## config.mk

```make
export PLATFORM = sky130hd
export DESIGN_NAME = axil_regbank_msi
export DESIGN_NICKNAME = d
export VERILOG_FILES = /design/src/rtl/axil_regbank_pkg.sv /design/src/rtl/axil_regbank_msi_req_fsm.sv /design/src/rtl/axil_regbank_msi.sv
export SDC_FILE = /design/constraint.sdc
export NUM_CORES = 1
export LEC_CHECK = 0
export ABC_AREA = 1
export CAP_MARGIN = 30
export CORE_UTILIZATION = 55
export DETAILED_ROUTE_END_ITERATION = 7
export PLACE_DENSITY = 0.78
export SLEW_MARGIN = 20
export SYNTH_ARGS = -nofsm -noshare
export SYNTH_HDL_FRONTEND = slang
export SYNTH_SLANG_ARGS = --single-unit
```

## constraint.sdc

```tcl
create_clock -name clk -period 4 [get_ports clk]
set_clock_uncertainty 0.2 [all_clocks]
set_input_delay 0.8 -clock clk [delete_from_list [all_inputs] [get_ports clk]]
set_output_delay 0.8 -clock clk [all_outputs]
set_load 0.01 [all_outputs]
```

## src/rtl/axil_regbank_pkg.sv

```systemverilog
`default_nettype none
// ============================================================================
// Module      : axil_regbank_pkg
// Description : Shared constants for the AXI4-Lite register bank with MSI
//               request control: register byte offsets and word slots,
//               IRQ_CTRL / IRQ_STAT bit positions, AXI response codes and
//               the MSI request state encoding.
// Revision    : 1.0 - initial release
// ============================================================================
package axil_regbank_pkg;

    // Register byte offsets
    localparam logic [7:0] c_OFFS_ID       = 8'h00;
    localparam logic [7:0] c_OFFS_SCRATCH0 = 8'h04;
    localparam logic [7:0] c_OFFS_SCRATCH1 = 8'h08;
    localparam logic [7:0] c_OFFS_SCRATCH2 = 8'h0C;
    localparam logic [7:0] c_OFFS_SCRATCH3 = 8'h10;
    localparam logic [7:0] c_OFFS_CYCLES   = 8'h14;
    localparam logic [7:0] c_OFFS_IRQ_CTRL = 8'h18;
    localparam logic [7:0] c_OFFS_IRQ_STAT = 8'h1C;

    // Word slots as decoded from address bits [4:2]
    localparam logic [2:0] c_SLOT_ID       = c_OFFS_ID[4:2];
    localparam logic [2:0] c_SLOT_SCRATCH0 = c_OFFS_SCRATCH0[4:2];
    localparam logic [2:0] c_SLOT_CYCLES   = c_OFFS_CYCLES[4:2];
    localparam logic [2:0] c_SLOT_IRQ_CTRL = c_OFFS_IRQ_CTRL[4:2];
    localparam logic [2:0] c_SLOT_IRQ_STAT = c_OFFS_IRQ_STAT[4:2];

    localparam int c_NUM_SCRATCH = 4;

    // IRQ_CTRL bits
    localparam int c_CTRL_EN_BIT   = 0;
    localparam int c_CTRL_TRIG_BIT = 1;
    localparam int c_CTRL_BUSY_BIT = 2;

    // IRQ_STAT bits
    localparam int c_STAT_DONE_BIT    = 0;
    localparam int c_STAT_DROPPED_BIT = 1;
    localparam int c_STAT_CNT_LSB     = 8;

    // AXI response codes
    localparam logic [1:0] c_RESP_OKAY   = 2'b00;
    localparam logic [1:0] c_RESP_SLVERR = 2'b10;

    // MSI request state encoding
    typedef enum logic [0:0] {
        ST_IDLE = 1'b0,
        ST_REQ  = 1'b1
    } msi_state_t;

endpackage : axil_regbank_pkg
`default_nettype wire

```

## src/rtl/axil_regbank_msi_req_fsm.sv

```systemverilog
`default_nettype none
// ============================================================================
// Module      : msi_req_fsm
// Description : One-deep MSI request queue and cfg_interrupt handshake.
//               A qualified trigger sets the pending flag; the FSM consumes
//               it, raises cfg_interrupt and holds it until the core returns
//               cfg_interrupt_rdy. Reports DONE / DROPPED set pulses and a
//               wrapping count of completed requests.
// Ports       : clk, rst_n          - clock, async active-low reset
//               i_trig              - TRIG write with EN (new value) = 1
//               i_msienable         - MSI enabled by host
//               i_rdy               - core accepts request
//               o_cfg_interrupt     - MSI request (registered)
//               o_busy              - request in flight or pending
//               o_done_set          - one-cycle pulse on completion
//               o_dropped_set       - one-cycle pulse on a lost trigger
//               o_sent_cnt          - completed requests, wraps at 8 bits
// Revision    : 1.0 - initial release
// ============================================================================
module msi_req_fsm
    import axil_regbank_pkg::*;
(
    input  logic       clk,
    input  logic       rst_n,
    input  logic       i_trig,
    input  logic       i_msienable,
    input  logic       i_rdy,
    output logic       o_cfg_interrupt,
    output logic       o_busy,
    output logic       o_done_set,
    output logic       o_dropped_set,
    output logic [7:0] o_sent_cnt
);

    msi_state_t r_state;
    logic       r_pending;
    logic       r_cfg_int;
    logic [7:0] r_sent_cnt;

    logic w_in_req;
    logic w_queue_full;
    logic w_accept;

    assign w_in_req     = (r_state == ST_REQ);
    // The single slot is only truly occupied while the FSM is busy; in IDLE
    // a pending flag is consumed this very cycle, making room for a trigger.
    assign w_queue_full = r_pending && w_in_req;
    assign w_accept     = i_trig && i_msienable && !w_queue_full;

    always_ff @(posedge clk or negedge rst_n) begin
        if (!rst_n) begin
            r_state    <= ST_IDLE;
            r_pending  <= 1'b0;
            r_cfg_int  <= 1'b0;
            r_sent_cnt <= 8'h00;
        end else begin
            case (r_state)
                ST_IDLE: begin
                    if (r_pending) begin
                        r_state   <= ST_REQ;
                        r_cfg_int <= 1'b1;
                    end
                end
                ST_REQ: begin
                    // msienable is deliberately ignored here: once raised,
                    // the request is held until the core answers.
                    if (i_rdy) begin
                        r_state    <= ST_IDLE;
                        r_cfg_int  <= 1'b0;
                        r_sent_cnt <= r_sent_cnt + 8'd1;
                    end
                end
                default: begin
                    r_state   <= ST_IDLE;
                    r_cfg_int <= 1'b0;
                end
            endcase

            // A new trigger overrides the IDLE consume of the old flag.
            if (w_accept) begin
                r_pending <= 1'b1;
            end else if (!w_in_req && r_pending) begin
                r_pending <= 1'b0;
            end
        end
    end

    assign o_cfg_interrupt = r_cfg_int;
    assign o_busy          = w_in_req || r_pending;
    assign o_done_set      = w_in_req && i_rdy;
    assign o_dropped_set   = i_trig && (!i_msienable || w_queue_full);
    assign o_sent_cnt      = r_sent_cnt;

endmodule : msi_req_fsm
`default_nettype wire

```

## src/rtl/axil_regbank_msi.sv

```systemverilog
`default_nettype none
// ============================================================================
// Module      : axil_regbank_msi
// Description : AXI4-Lite register slave with ID, four scratch words, a
//               free-running cycle counter and MSI interrupt control for the
//               7-series PCIe core. Address bits [4:2] select one of eight
//               word slots; all other address bits are ignored.
// Ports       : clk, rst_n                  - clock, async active-low reset
//               s_axi_aw* / s_axi_w* / s_axi_b* - AXI-Lite write channels
//               s_axi_ar* / s_axi_r*        - AXI-Lite read channels
//               cfg_interrupt / _rdy        - MSI request handshake
//               cfg_interrupt_assert, _di   - constant 0 (MSI vector 0)
//               cfg_interrupt_msienable     - MSI enabled by host
// Revision    : 1.0 - initial release
// ============================================================================
module axil_regbank_msi
    import axil_regbank_pkg::*;
#(
    parameter int          ADDR_WIDTH = 32,
    parameter logic [31:0] ID_VALUE   = 32'h7C0E_0001
) (
    input  logic                  clk,
    input  logic                  rst_n,
    input  logic [ADDR_WIDTH-1:0] s_axi_awaddr,
    input  logic                  s_axi_awvalid,
    output logic                  s_axi_awready,
    input  logic [31:0]           s_axi_wdata,
    input  logic [3:0]            s_axi_wstrb,
    input  logic                  s_axi_wvalid,
    output logic                  s_axi_wready,
    output logic [1:0]            s_axi_bresp,
    output logic                  s_axi_bvalid,
    input  logic                  s_axi_bready,
    input  logic [ADDR_WIDTH-1:0] s_axi_araddr,
    input  logic                  s_axi_arvalid,
    output logic                  s_axi_arready,
    output logic [31:0]           s_axi_rdata,
    output logic [1:0]            s_axi_rresp,
    output logic                  s_axi_rvalid,
    input  logic                  s_axi_rready,
    output logic                  cfg_interrupt,
    input  logic                  cfg_interrupt_rdy,
    output logic                  cfg_interrupt_assert,
    output logic [7:0]            cfg_interrupt_di,
    input  logic                  cfg_interrupt_msienable
);

    logic        r_awready;
    logic        r_bvalid;
    logic [1:0]  r_bresp;
    logic        r_arready;
    logic        r_rvalid;
    logic [1:0]  r_rresp;
    logic [31:0] r_rdata;
    logic [31:0] r_scratch [c_NUM_SCRATCH];
    logic [31:0] r_cycles;
    logic        r_irq_en;
    logic        r_done;
    logic        r_dropped;

    logic        w_wr_fire;
    logic        w_rd_fire;
    logic [2:0]  w_wr_slot;
    logic [2:0]  w_rd_slot;
    logic        w_ctrl_wr;
    logic        w_stat_wr;
    logic        w_trig;
    logic        w_busy;
    logic        w_done_set;
    logic        w_dropped_set;
    logic [7:0]  w_sent_cnt;
    logic [31:0] w_rd_mux;
    logic        w_unused_addr;

    assign w_wr_slot = s_axi_awaddr[4:2];
    assign w_rd_slot = s_axi_araddr[4:2];
    assign w_unused_addr = ^{s_axi_awaddr[ADDR_WIDTH-1:5], s_axi_awaddr[1:0],
                             s_axi_araddr[ADDR_WIDTH-1:5], s_axi_araddr[1:0]};

    // Readies are registered so they are 0 straight out of reset; the
    // handshake cycle is the one in which the registered ready is high.
    assign w_wr_fire = r_awready && s_axi_awvalid && s_axi_wvalid;
    assign w_rd_fire = r_arready && s_axi_arvalid;

    assign w_ctrl_wr = w_wr_fire && (w_wr_slot == c_SLOT_IRQ_CTRL) && s_axi_wstrb[0];
    assign w_stat_wr = w_wr_fire && (w_wr_slot == c_SLOT_IRQ_STAT) && s_axi_wstrb[0];

    // The EN value carried by this same write qualifies the trigger.
    assign w_trig = w_ctrl_wr && s_axi_wdata[c_CTRL_TRIG_BIT] && s_axi_wdata[c_CTRL_EN_BIT];

    // ------------------------------------------------------------------
    // Write channel and register updates
    // ------------------------------------------------------------------
    always_ff @(posedge clk or negedge rst_n) begin
        if (!rst_n) begin
            r_awready <= 1'b0;
            r_bvalid  <= 1'b0;
            r_bresp   <= c_RESP_OKAY;
            r_irq_en  <= 1'b0;
            r_done    <= 1'b0;
            r_dropped <= 1'b0;
            for (int i = 0; i < c_NUM_SCRATCH; i++) begin
                r_scratch[i] <= 32'h0;
            end
        end else begin
            r_awready <= s_axi_awvalid && s_axi_wvalid && !r_bvalid && !r_awready;

            if (w_wr_fire) begin
                r_bvalid <= 1'b1;
                r_bresp  <= c_RESP_OKAY;
            end else if (r_bvalid && s_axi_bready) begin
                r_bvalid <= 1'b0;
            end

            for (int i = 0; i < c_NUM_SCRATCH; i++) begin
                if (w_wr_fire && (w_wr_slot == c_SLOT_SCRATCH0 + 3'(i))) begin
                    for (int b = 0; b < 4; b++) begin
                        if (s_axi_wstrb[b]) begin
                            r_scratch[i][8*b +: 8] <= s_axi_wdata[8*b +: 8];
                        end
                    end
                end
            end

            if (w_ctrl_wr) begin
                r_irq_en <= s_axi_wdata[c_CTRL_EN_BIT];
            end

            // Status bits: a set in the same cycle as a W1C wins.
            r_done    <= w_done_set ||
                         (r_done && !(w_stat_wr && s_axi_wdata[c_STAT_DONE_BIT]));
            r_dropped <= w_dropped_set ||
                         (r_dropped && !(w_stat_wr && s_axi_wdata[c_STAT_DROPPED_BIT]));
        end
    end

    // ------------------------------------------------------------------
    // Free-running cycle counter
    // ------------------------------------------------------------------
    always_ff @(posedge clk or negedge rst_n) begin
        if (!rst_n) begin
            r_cycles <= 32'h0;
        end else begin
            r_cycles <= r_cycles + 32'd1;
        end
    end

    // ------------------------------------------------------------------
    // Read mux: reflects register state before any same-cycle write
    // ------------------------------------------------------------------
    always_comb begin
        w_rd_mux = 32'h0;
        case (w_rd_slot)
            c_SLOT_ID:       w_rd_mux = ID_VALUE;
            c_SLOT_CYCLES:   w_rd_mux = r_cycles;
            c_SLOT_IRQ_CTRL: begin
                w_rd_mux[c_CTRL_EN_BIT]   = r_irq_en;
                w_rd_mux[c_CTRL_BUSY_BIT] = w_busy;
            end
            c_SLOT_IRQ_STAT: begin
                w_rd_mux[c_STAT_DONE_BIT]                   = r_done;
                w_rd_mux[c_STAT_DROPPED_BIT]                = r_dropped;
                w_rd_mux[c_STAT_CNT_LSB +: 8]               = w_sent_cnt;
            end
            default:         w_rd_mux = r_scratch[w_rd_slot - c_SLOT_SCRATCH0];
        endcase
    end

    always_ff @(posedge clk or negedge rst_n) begin
        if (!rst_n) begin
            r_arready <= 1'b0;
            r_rvalid  <= 1'b0;
            r_rresp   <= c_RESP_OKAY;
            r_rdata   <= 32'h0;
        end else begin
            r_arready <= s_axi_arvalid && !r_rvalid && !r_arready;

            if (w_rd_fire) begin
                r_rvalid <= 1'b1;
                r_rresp  <= c_RESP_OKAY;
                r_rdata  <= w_rd_mux;
            end else if (r_rvalid && s_axi_rready) begin
                r_rvalid <= 1'b0;
            end
        end
    end

    // ------------------------------------------------------------------
    // MSI request engine
    // ------------------------------------------------------------------
    msi_req_fsm u_msi_req_fsm (
        .clk             (clk),
        .rst_n           (rst_n),
        .i_trig          (w_trig),
        .i_msienable     (cfg_interrupt_msienable),
        .i_rdy           (cfg_interrupt_rdy),
        .o_cfg_interrupt (cfg_interrupt),
        .o_busy          (w_busy),
        .o_done_set      (w_done_set),
        .o_dropped_set   (w_dropped_set),
        .o_sent_cnt      (w_sent_cnt)
    );

    assign s_axi_awready        = r_awready;
    assign s_axi_wready         = r_awready;
    assign s_axi_bvalid         = r_bvalid;
    assign s_axi_bresp          = r_bresp;
    assign s_axi_arready        = r_arready;
    assign s_axi_rvalid         = r_rvalid;
    assign s_axi_rresp          = r_rresp;
    assign s_axi_rdata          = r_rdata;
    assign cfg_interrupt_assert = 1'b0;
    assign cfg_interrupt_di     = 8'h00;

endmodule : axil_regbank_msi
`default_nettype wire
```

==> impl_metrics.csv <==
group,metric,value,unit
layout,final_cells,1739,
floorplanning,die_w,141,um
cts,cts_buffer_depth,3,
cts,cts_post_setup_buffers_inserted,0,
cts,worstSkewPairLatency,520,ps
layout,final_area,0.0123,mm2
placed_design,portBuffers,88,
synthesis,synth_flop_cell,"dfrtp_1",
floorplanning,die_area,0.0198,mm2
cts,path_clk_slew,60,ps
floorplanning,io_pins,160,
critical_path,start_kind,"primary input",
routing,drt-initial-drc-count,630,
critical_path,crit_fanout,15,
power,cellLeakagePower,6.08,nW
layout,syn_to_final_growth,15.9,%
sta,rsz0062_at_grt,"no",
synthesis,synth_top_family_by_area,"simple AND/OR/NAND/NOR gates",
run,drv_cap,0,
floorplanning,rows,50,
floorplanning,start_util,56.4,%
synthesis,syn_area,0.0106,mm2
synthesis,synth-compound-area-share,8.70,%
power,total_power,5.53,mW
synthesis,synth_adder_area_share,0.709,%
synthesis,synth-seq-area-share,49.7,%
sta,layout_min_cycle_time,2710,ps
routing,route.vias.total,9105,
routing,viasPerCell,5.24,
cts,ctsResizeCount,0,
sta,worstMarginPinSlew,823,ps
grt,grt_util_all_layers,27.1,%
critical_path,arrival,2910,ps
layout,drive_gt1_share,4.65,%
cts,clock-root-buffer,"clkbuf_16",
worst_hold_path,min_path_type,"in2async",
critical_path,required,4200,ps
synthesis,yosys-top-cells-count,"nand2_1 (482), inv_1 (230), dfrtp_1 (210)",
synthesis,synth_top_area_share,49.7,%
synthesis,synth_mux_area_share,0,%
power,ir_worst_vdd,0.000328,V
sta,fmax,369,MHz
floorplanning,die_h,141,um
sta,final_max_slew_viol_count,0,
sta,hold_viol_final,0,
grt,grt_max_degree,103,
synthesis,synth-simple-area-share,27.4,%
synthesis,synth_area_per_cell,7.47,um2
synthesis,ys_warn_count,0,
grt,grt-ovfl-total,0,
synthesis,ys_ff_latch,210,
cts,hold_buffers,0,
floorplanning,core,0.0188,mm2
synthesis,synth_area_leader_cell,"dfrtp_1",
outcome,status,"completed",
cts,cts-htree-levels,1,
routing,drc,0,
synthesis,synth_xor_area_share,1.66,%
synthesis,yosysUniqueCellTypes,27,
cts,cts_buffers,23,
routing,first_pass_iters,6,
critical_path,worstSetupPathType,"in2reg",
layout,utilization,65.4,%
placed_design,placed_area,0.0115,mm2
sta,post-route-period-util,67.7,%
synthesis,synth_edf_count,0,
routing,postRouteAntennaNets,0,
layout,fin_nets,1603,
synthesis,postSynthCellCount,1417,
layout,n_antenna_cell,0,
sta,slew_headroom,45.1,%
placed_design,gp_congestion,0.908,
sta,setup_violations,0,
synthesis,synthArstFlopShare,100,%
grt,grt_pass1_wl,42900,um
critical_path,end_kind,"flop",
grt,grt_pass1_vias,8764,
placed_design,place_hpwl,17100,um
cts,clock-sinks,210,
placed_design,placed_cells,1697,
power,power_density,450,mW/mm2
layout,fillers,1639,
cts,cts_tree,"built",
grt,antenna_found_initial,0,
routing,routed_wl,25600,um
synthesis,synth_area_leaders,"dfrtp_1 (50%), nand2_1 (17%), inv_1 (8.2%), o21ai_0 (7.0%), nand3_1 (5.1%)",
routing,routedWlPerCell,14.7,um
sta,setup_tns,0,ps
synthesis,synth_most_common_cell,"nand2_1",
placed cells by master, fill, tap and decap left out, types with 2 or more instances in the layout:
cell type and count:
a21oi_1 30, buf_12 3, buf_4 8, clkbuf_1 2, clkbuf_16 23, clkbuf_8 5
clkdlybuf4s50_1 86, clkinv_1 2, clkinv_2 10, conb_1 13, dfrtp_1 210, ha_1 6
inv_1 229, nand2_1 482, nand2_2 2, nand3_1 108, nand3b_1 9, nand4_1 2
nor2_1 78, nor2_2 3, nor2_4 8, nor3_1 3, nor3_2 2, o21ai_0 149
o21ai_1 5, xnor2_1 2, xor2_1 18
registers in the layout, summed over array words and instances, names as in the netlist:
signal / flops
u_msi_req_fsm.r_state: 1
s_axi_awready: 1
s_axi_rdata: 32
u_msi_req_fsm.r_pending: 1
r_irq_en: 1
s_axi_arready: 1
r_dropped: 1
r_cycles: 32
u_msi_req_fsm.o_cfg_interrupt: 1
u_msi_req_fsm.o_sent_cnt: 8
r_scratch: 128
s_axi_rvalid: 1
r_done: 1
s_axi_bvalid: 1
metrics by stage:
stage / worst slack, ps / hold WS (ps)
floorplan: 1300 / 241
global placement: 840 / 234
detailed placement: 827 / 251
CTS: 1350 / 224
global route: 1150 / 253
finish: 1290 / 176
final timing paths:
path | startpoint | to | slack [ps] | cells after the start
worst min-delay path | rst_n | r_scratch[73] | 180 | 1
worst min register to register | s_axi_arready | s_axi_arready | 260 | 1
worst max-delay path | s_axi_araddr[3] | s_axi_rdata[18] | 1290 | 7
worst max register to register | s_axi_awready | r_scratch[56] | 1970 | 4
max in group asynchronous | rst_n | r_scratch[0] | 2610 | 2
min in group clk | s_axi_arready | s_axi_arready | 260 | 1
kinds of logic (layout without fill, tap and decap cells):
kind of cell               after synthesis  in the layout
xor gates and xnor gates                20             20
and+or+nand+nor                        699            699
other                                    1             13
buffers and inverters                  297            373
DFF                                    210            210
adders and majority gates                6              6
AOI/OAI and AO/OA                      184            184
power breakdown:
group          total, mW  switching [mW]  internal, mW
Clock               2.05           0.855          1.20
Combinational      0.950           0.524         0.426
Sequential          2.53           0.154          2.37
critical path, cell delays in order:
cell	delay, ps
clkdlybuf4s50_1	550
inv_1	90
ha_1	200
nand2_1	400
clkinv_1	420
a21oi_1	340
a21oi_1	110
metal layers:
metal	vias up	share of wire, %	global-route usage [%]	wire length (um)
met4	0	3.7	10.2	954
met1	4273	43	36.6	11000
li1	4456	-	-	-
met2	315	47	44.8	11900
met3	61	6.8	3.80	1750
met5	-	0	0	0
final cells by class:
cell class	instances	area, um2	share of cell area [%]
flip-flops and latches	210	5260	42.8
multi-input cells	922	4120	33.5
repair buffers	99	1000	8.15
inverters	232	871	7.10
clock buffers	29	638	5.20
well taps	234	293	2.39
clock inverters	13	97.6	0.795
No activity file was read; power rests on OpenSTA's default activity.
